`src/rtl/rx_bit_unstuffer_pkg.sv`:
```
// Shared types for the low-speed USB receive bit stage: line states, receiver FSM states
// and the decode helper that maps the D+/D- pair onto a line state.
package usb_pkg;

  localparam int CLKS_PER_BIT = 32;

  // Encodings match {d_plus, d_minus} so the decode is a direct cast.
  typedef enum logic [1:0] {
    LS_SE0 = 2'b00,
    LS_J   = 2'b01,
    LS_K   = 2'b10,
    LS_SE1 = 2'b11
  } line_state_e;

  typedef enum logic [1:0] {
    ST_IDLE = 2'b00,
    ST_SYNC = 2'b01,
    ST_DATA = 2'b10,
    ST_ERR  = 2'b11
  } rx_state_e;

  function automatic line_state_e to_line_state(input logic d_plus, input logic d_minus);
    return line_state_e'({d_plus, d_minus});
  endfunction

endpackage

```
`src/rtl/rx_bit_unstuffer_if.sv`:
```
// Bundle between the line/recovery side and the packet layer for rx_bit_unstuffer.
// The slave modport is the receiver's view; master is the environment driving the line.
interface rx_bit_unstuffer_if;

  logic       d_plus;
  logic       d_minus;
  logic       pulse;
  logic       rx_eop;
  logic       rx_active;
  logic [7:0] rx_byte;
  logic       rx_byte_valid;
  logic       rx_pkt_end;
  logic       rx_align_err;
  logic       rx_stuff_err;

  modport slave (
    input  d_plus,
    input  d_minus,
    input  pulse,
    input  rx_eop,
    output rx_active,
    output rx_byte,
    output rx_byte_valid,
    output rx_pkt_end,
    output rx_align_err,
    output rx_stuff_err
  );

  modport master (
    output d_plus,
    output d_minus,
    output pulse,
    output rx_eop,
    input  rx_active,
    input  rx_byte,
    input  rx_byte_valid,
    input  rx_pkt_end,
    input  rx_align_err,
    input  rx_stuff_err
  );

endinterface

```
`src/rtl/rx_bit_unstuffer_nrzi.sv`:
```
// NRZI decoder: samples the line on each bit-centre pulse and compares J/K samples with
// the previous J/K sample. Outputs are combinational in the pulse cycle.
module nrzi_decoder
  import usb_pkg::*;
(
  input  logic clk,
  input  logic rst,
  input  logic pulse,
  input  logic d_plus,
  input  logic d_minus,
  input  logic clear,
  output logic dec_bit,
  output logic dec_valid,
  output logic dec_se1
);

  line_state_e ref_q;
  line_state_e ref_d;
  line_state_e line_s;

  assign line_s = to_line_state(d_plus, d_minus);

  always_comb begin
    ref_d     = ref_q;
    dec_bit   = 1'b0;
    dec_valid = 1'b0;
    dec_se1   = 1'b0;
    if (pulse) begin
      case (line_s)
        LS_J, LS_K: begin
          dec_valid = 1'b1;
          dec_bit   = (line_s == ref_q);
          ref_d     = line_s;
        end
        LS_SE1:  dec_se1 = 1'b1;
        default: ;
      endcase
    end
    // Packet boundaries always restart decoding from the idle (J) level.
    if (clear) begin
      ref_d = LS_J;
    end
  end

  always_ff @(posedge clk) begin
    if (rst) begin
      ref_q <= LS_J;
    end else begin
      ref_q <= ref_d;
    end
  end

endmodule

```
`src/rtl/rx_bit_unstuffer.sv`:
```
// Receive bit stage: SYNC hunt, bit unstuffing, LSB-first byte assembly and packet-end
// reporting on top of the NRZI decoder.
module rx_bit_unstuffer
  import usb_pkg::*;
#(
  parameter int SYNC_MIN_ZEROS = 3,
  parameter int STUFF_LEN      = 6
) (
  input  logic                clk,
  input  logic                rst,
  rx_bit_unstuffer_if.slave   bus
);

  localparam int         OW        = $clog2(STUFF_LEN + 1);
  localparam logic [2:0] SYNC_MIN  = 3'(SYNC_MIN_ZEROS);
  localparam logic [OW-1:0] STUFF_CNT = OW'(STUFF_LEN);

  rx_state_e     state_q, state_d;
  logic [2:0]    zero_cnt_q, zero_cnt_d;
  logic [OW-1:0] ones_cnt_q, ones_cnt_d;
  logic [2:0]    bit_cnt_q, bit_cnt_d;
  logic [7:0]    shift_q, shift_d;
  logic [7:0]    rx_byte_q, rx_byte_d;
  logic          rx_byte_valid_q, rx_byte_valid_d;
  logic          rx_active_q, rx_active_d;
  logic          rx_pkt_end_q, rx_pkt_end_d;
  logic          rx_align_err_q, rx_align_err_d;
  logic          rx_stuff_err_q, rx_stuff_err_d;

  logic dec_bit;
  logic dec_valid;
  logic dec_se1;
  logic ref_clear;

  nrzi_decoder u_nrzi (
    .clk       (clk),
    .rst       (rst),
    .pulse     (bus.pulse),
    .d_plus    (bus.d_plus),
    .d_minus   (bus.d_minus),
    .clear     (ref_clear),
    .dec_bit   (dec_bit),
    .dec_valid (dec_valid),
    .dec_se1   (dec_se1)
  );

  always_comb begin
    state_d         = state_q;
    zero_cnt_d      = zero_cnt_q;
    ones_cnt_d      = ones_cnt_q;
    bit_cnt_d       = bit_cnt_q;
    shift_d         = shift_q;
    rx_byte_d       = rx_byte_q;
    rx_byte_valid_d = 1'b0;
    rx_pkt_end_d    = 1'b0;
    rx_align_err_d  = 1'b0;
    rx_stuff_err_d  = 1'b0;
    ref_clear       = 1'b0;

    // End of packet takes priority over any bit sampled in the same cycle.
    if (bus.rx_eop) begin
      if (state_q != ST_IDLE) begin
        ref_clear  = 1'b1;
        state_d    = ST_IDLE;
        zero_cnt_d = '0;
        ones_cnt_d = '0;
        bit_cnt_d  = '0;
        shift_d    = '0;
        if (state_q != ST_SYNC) begin
          rx_pkt_end_d   = 1'b1;
          rx_align_err_d = (state_q == ST_DATA) && (bit_cnt_q != 3'd0);
        end
      end
    end else begin
      case (state_q)
        ST_IDLE: begin
          if (dec_valid && !dec_bit) begin
            state_d    = ST_SYNC;
            zero_cnt_d = 3'd1;
          end
        end
        ST_SYNC: begin
          if (dec_se1) begin
            state_d        = ST_ERR;
            rx_stuff_err_d = 1'b1;
          end else if (dec_valid) begin
            if (!dec_bit) begin
              if (zero_cnt_q != 3'd7) begin
                zero_cnt_d = zero_cnt_q + 3'd1;
              end
            end else if (zero_cnt_q >= SYNC_MIN) begin
              state_d    = ST_DATA;
              ones_cnt_d = OW'(1);
              bit_cnt_d  = '0;
              shift_d    = '0;
              zero_cnt_d = '0;
            end else begin
              state_d    = ST_IDLE;
              zero_cnt_d = '0;
              ref_clear  = 1'b1;
            end
          end
        end
        ST_DATA: begin
          if (dec_se1) begin
            state_d        = ST_ERR;
            rx_stuff_err_d = 1'b1;
          end else if (dec_valid) begin
            if (ones_cnt_q == STUFF_CNT) begin
              if (!dec_bit) begin
                ones_cnt_d = '0;
              end else begin
                state_d        = ST_ERR;
                rx_stuff_err_d = 1'b1;
              end
            end else begin
              shift_d    = {dec_bit, shift_q[7:1]};
              bit_cnt_d  = bit_cnt_q + 3'd1;
              ones_cnt_d = dec_bit ? (ones_cnt_q + OW'(1)) : '0;
              if (bit_cnt_q == 3'd7) begin
                rx_byte_d       = {dec_bit, shift_q[7:1]};
                rx_byte_valid_d = 1'b1;
              end
            end
          end
        end
        default: ;
      endcase
    end

    rx_active_d = (state_d == ST_DATA) || (state_d == ST_ERR);
  end

  always_ff @(posedge clk) begin
    if (rst) begin
      state_q         <= ST_IDLE;
      zero_cnt_q      <= '0;
      ones_cnt_q      <= '0;
      bit_cnt_q       <= '0;
      shift_q         <= '0;
      rx_byte_q       <= '0;
      rx_byte_valid_q <= 1'b0;
      rx_active_q     <= 1'b0;
      rx_pkt_end_q    <= 1'b0;
      rx_align_err_q  <= 1'b0;
      rx_stuff_err_q  <= 1'b0;
    end else begin
      state_q         <= state_d;
      zero_cnt_q      <= zero_cnt_d;
      ones_cnt_q      <= ones_cnt_d;
      bit_cnt_q       <= bit_cnt_d;
      shift_q         <= shift_d;
      rx_byte_q       <= rx_byte_d;
      rx_byte_valid_q <= rx_byte_valid_d;
      rx_active_q     <= rx_active_d;
      rx_pkt_end_q    <= rx_pkt_end_d;
      rx_align_err_q  <= rx_align_err_d;
      rx_stuff_err_q  <= rx_stuff_err_d;
    end
  end

  assign bus.rx_active     = rx_active_q;
  assign bus.rx_byte       = rx_byte_q;
  assign bus.rx_byte_valid = rx_byte_valid_q;
  assign bus.rx_pkt_end    = rx_pkt_end_q;
  assign bus.rx_align_err  = rx_align_err_q;
  assign bus.rx_stuff_err  = rx_stuff_err_q;

endmodule

```
`src/flat_wrapper.sv`:
```
// flat-port wrapper written by rule: the top's interface ports become plain ports
module rx_bit_unstuffer_flat import usb_pkg::*;
#(
  parameter int SYNC_MIN_ZEROS = 3,
  parameter int STUFF_LEN      = 6
)
  (clk, rst, bus_d_plus, bus_d_minus, bus_pulse, bus_rx_eop, bus_rx_active, bus_rx_byte, bus_rx_byte_valid, bus_rx_pkt_end, bus_rx_align_err, bus_rx_stuff_err);
  rx_bit_unstuffer_if bus_i ();
  input  logic clk;
  input  logic rst;
  input wire logic [$bits(bus_i.d_plus)-1:0] bus_d_plus;
  input wire logic [$bits(bus_i.d_minus)-1:0] bus_d_minus;
  input wire logic [$bits(bus_i.pulse)-1:0] bus_pulse;
  input wire logic [$bits(bus_i.rx_eop)-1:0] bus_rx_eop;
  output wire logic [$bits(bus_i.rx_active)-1:0] bus_rx_active;
  output wire logic [$bits(bus_i.rx_byte)-1:0] bus_rx_byte;
  output wire logic [$bits(bus_i.rx_byte_valid)-1:0] bus_rx_byte_valid;
  output wire logic [$bits(bus_i.rx_pkt_end)-1:0] bus_rx_pkt_end;
  output wire logic [$bits(bus_i.rx_align_err)-1:0] bus_rx_align_err;
  output wire logic [$bits(bus_i.rx_stuff_err)-1:0] bus_rx_stuff_err;
  assign bus_i.d_plus = bus_d_plus;
  assign bus_i.d_minus = bus_d_minus;
  assign bus_i.pulse = bus_pulse;
  assign bus_i.rx_eop = bus_rx_eop;
  assign bus_rx_active = bus_i.rx_active;
  assign bus_rx_byte = bus_i.rx_byte;
  assign bus_rx_byte_valid = bus_i.rx_byte_valid;
  assign bus_rx_pkt_end = bus_i.rx_pkt_end;
  assign bus_rx_align_err = bus_i.rx_align_err;
  assign bus_rx_stuff_err = bus_i.rx_stuff_err;
  rx_bit_unstuffer #(.SYNC_MIN_ZEROS(SYNC_MIN_ZEROS), .STUFF_LEN(STUFF_LEN)) u_core (.clk(clk), .rst(rst), .bus(bus_i));
endmodule
```
`config.mk`:
```
export PLATFORM = sky130hd
export DESIGN_NAME = rx_bit_unstuffer_flat
export DESIGN_NICKNAME = d
export VERILOG_FILES = /design/src/rtl/rx_bit_unstuffer_pkg.sv /design/src/rtl/rx_bit_unstuffer_if.sv /design/src/rtl/rx_bit_unstuffer_nrzi.sv /design/src/rtl/rx_bit_unstuffer.sv /design/src/flat_wrapper.sv
export SDC_FILE = /design/constraint.sdc
export NUM_CORES = 1
export LEC_CHECK = 0
export CAP_MARGIN = 20
export CORE_AREA = 2 2 62 64
export CTS_CLUSTER_SIZE = 16
export DETAILED_ROUTE_END_ITERATION = 10
export DIE_AREA = 0 0 64 66
export PLACE_DENSITY = 0.84
export SYNTH_ARGS = -nofsm -noshare
export SYNTH_HDL_FRONTEND = slang
export SYNTH_SLANG_ARGS = --single-unit
```
`constraint.sdc`:
```
create_clock -name clk -period 2.14 [get_ports clk]
set_clock_uncertainty 0.05 [all_clocks]
set_input_delay 0.535 -clock clk [delete_from_list [all_inputs] [get_ports clk]]
set_output_delay 0.535 -clock clk [all_outputs]
set_load 0.01 [all_outputs]
```
==> results.py, run 1 <==
metrics = {
    "run_status": {
        "status": "finished, final reports clean",
    },
    "floorplan": {
        "die_y_um": 66,
        "coreArea_um2": 3551,
        "start_util": 0.4817,
        "num_io_pins": 19,
        "std_cell_rows": 22,
        "die_area_um2": 4224,
        "die_w_um": 64,
    },
    "worst_setup_path": {
        "slowest_stage": "or4b_4",
        "max_stage_delay_ps": 540,
        "crit_chain": "inv_4, ha_4, and2_1, o41ai_4, o311ai_4, or4b_4, a21oi_2",
        "cp_max_fo": 7,
        "crit_arrival_ps": 2310,
        "crit_cells": 7,
        "crit_required_ps": 2360,
        "end_kind": "register",
        "r2r_cells": 7,
        "worst_path_dominant_cell_family": "simple AND/OR/NAND/NOR gates",
        "startpoint_type": "register",
        "criticalPathCategory": "reg -> reg",
        "crit_buf_inv": 1,
    },
    "drt": {
        "drtIter0Drc": 58,
        "via_count": 1665,
        "wl_per_cell_um": 14.08,
        "dr.pass1.iters": 4,
        "drc": 0,
        "wl_mm": 4.294,
        "avgViaCountPerCell": 5.459,
        "ant_nets": 0,
    },
    "logic_synthesis": {
        "synthCells": 199,
        "synth_top_area_frac": 0.3862,
        "synth_cell_types": 42,
        "synth_fp_nets": 218,
        "syn_area_per_cell_um2": 8.595,
        "synth_edf_count": 0,
        "ys.flop_type": "dfxtp_1",
        "yosysWarningCount": 0,
        "synth_area_um2": 1710,
        "synth_area_leaders": "dfxtp_1 39%, ha_1 9.5%, a21oi_1 6.4%, nand2_1 5.0%, mux2i_1 4.7%",
        "synthArstFlopShare": 0,
        "synth.ff_latch_count": 33,
        "synth_area_leader_cell": "dfxtp_1",
        "synth_seq_area_share": 0.3862,
    },
    "global_routing": {
        "grt.overflow.total": 0,
        "antenna_found_initial": 0,
        "grtUsageMet3": 0.05963,
        "grt_usage": 0.2188,
        "grt_pass1_wl_mm": 7.176,
        "grt.busiest_layer": "met2",
        "grt_pass1_vias": 1651,
        "met1_usage": 0.2577,
        "grt_max_degree": 23,
        "met2_usage": 0.3789,
    },
    "timing": {
        "min_period_over_period": 0.9741,
        "setup_viol": 0,
        "layout_min_cycle_time_ps": 2085,
        "drv_slew": 0,
        "slew_headroom": 0.6820,
        "tns_ps": 0,
        "hold_slack_ps": 431.9,
        "max_freq_mhz": 479.7,
        "hold_viol": 0,
        "worst_slew_pin_slew_ps": 470.9,
    },
    "pwr": {
        "power_density_nw_per_um2": 552.8,
        "ir_drop_mv": 0.4045,
        "leakage_uw": 0.0009557,
    },
    "clock_network": {
        "cts_htree_levels": 2,
        "ctsLongestPathBuffers": 2,
        "cts_hold_buf": 0,
        "clk_latency_ps": 340,
        "root_buffer": "clkbuf_4",
        "clk_pin_slew_ps": 120,
        "cts_tree": "done",
        "cts.sinks": 33,
        "cts_buffers": 5,
    },
    "job": {
        "maxCapViolCount": 0,
    },
    "placed_design": {
        "dp_hpwl_mm": 3.172,
        "gp_congestion": 0.8798,
        "io_buffers": 18,
        "placed_area_um2": 2253,
    },
    "layout": {
        "layout_commonest_cell": "buf_4",
        "n_antenna_cell": 0,
        "stdcell_area_um2": 2446,
        "final_cell_mix": "37 x buf_4, 29 x dfxtp_1, 23 x nand2_1",
        "layout.nets": 275,
        "syn2layout_area_growth_pct": 43.01,
        "final_util": 0.6889,
        "drive_gt1_frac": 0.2646,
    },
    "hold_path": {
        "hold_path_depth": 2,
        "min_path_type": "reg -> reg",
    },
}
cell families after synthesis:
logic type / share of synthesized area
muxes: 0.04682
AOI/OAI and AO/OA: 0.1829
and+or+nand+nor: 0.2253
buffers and inverters: 0.04316
DFF: 0.3862
adders and majority gates: 0.09510
xor gates and xnor gates: 0.02049
cell type report:
cell class	count	area (um2)
Clock buffer	6	51.30
Clock inverter	2	37.54
Fill cell	269	1105
Inverter	11	43.79
Multi-Input combinational cell	147	1076
Sequential cell	33	668.1
Tap cell	48	60.06
Timing Repair Buffer	58	509.2
sequential cells by signal, indices dropped and copies added (netlist names), 2 cells and up:
signal / cells
u_core.shift_q: 7
u_core.u_nrzi.ref_q: 2
u_core.state_q: 2
u_core.bit_cnt_q: 3
u_core.zero_cnt_q: 3
u_core.bus.rx_byte: 8
u_core.ones_cnt_q: 3
per-stage QoR:
step	power, uW	std cells	setup WS, ps
2_1_floorplan	735.6	199	16.79
3_3_place_gp	835.2	294	-472.8
3_5_place_dp	841.6	294	-622.8
4_1_cts	1343	303	7.442
5_1_grt	1395	305	-1.436
6_report	1352	305	55.39
worst min-delay path, stage by stage, from the launching register on:
cell and delay (ps):
dfxtp_1 330, nand2_1 60, a21oi_1 50
metal layers:
| metal | vias up | routed length, um |
|---|---|---|
| met5 | - | 0 |
| met4 | 0 | 76 |
| met3 | 11 | 307 |
| met2 | 56 | 2118 |
| met1 | 767 | 1791 |
| li1 | 831 | - |
final timing paths:
check	startpoint	endpoint	slack (ps)
max	u_core.state_q[1]$_SDFF_PP0_	u_core.zero_cnt_q[1]$_SDFFE_PP0P_	60
min	u_core.shift_q[6]$_SDFFE_PP0P_	u_core.shift_q[6]$_SDFFE_PP0P_	430
max reg2reg	u_core.state_q[1]$_SDFF_PP0_	u_core.zero_cnt_q[1]$_SDFFE_PP0P_	60
min reg2reg	u_core.shift_q[6]$_SDFFE_PP0P_	u_core.shift_q[6]$_SDFFE_PP0P_	430
power by group:
part / total [uW] / internal, uW / switching (uW)
registers: 628 / 620 / 8.29
clock network: 503 / 278 / 225
logic: 221 / 111 / 110
total: 1350 / 1010 / 344
cells in the mapped netlist (2+ instances only):
cell	number
a31oi_1	2
ha_1	13
mux2i_1	8
a32o_1	2
nor2_1	13
a211oi_1	2
clkbuf_1	5
xnor2_1	2
o211ai_1	2
xor2_1	2
nand3b_1	2
nand2_1	23
o21ai_0	7
dfxtp_1	33
nor3_1	2
nand3_1	16
and3_1	2
o32ai_1	2
buf_2	2
and2_1	2
nand2b_1	4
inv_1	11
o41ai_2	2
a21oi_1	22
timing repair:
action                     in CTS  in global routing
setup endpoints to repair      27                 19
gates resized for setup        11                 18
setup buffers                   1                  2
pin swaps                       4                 10
No activity file was read; power rests on OpenSTA's default activity.
==> inputs of run 2 (changes only) <==
Settings changed: CTS_CLUSTER_SIZE 16 to not set.
==> results of run 2 <==
No change in the layout: final DEF, timing and power equal those of run 1.
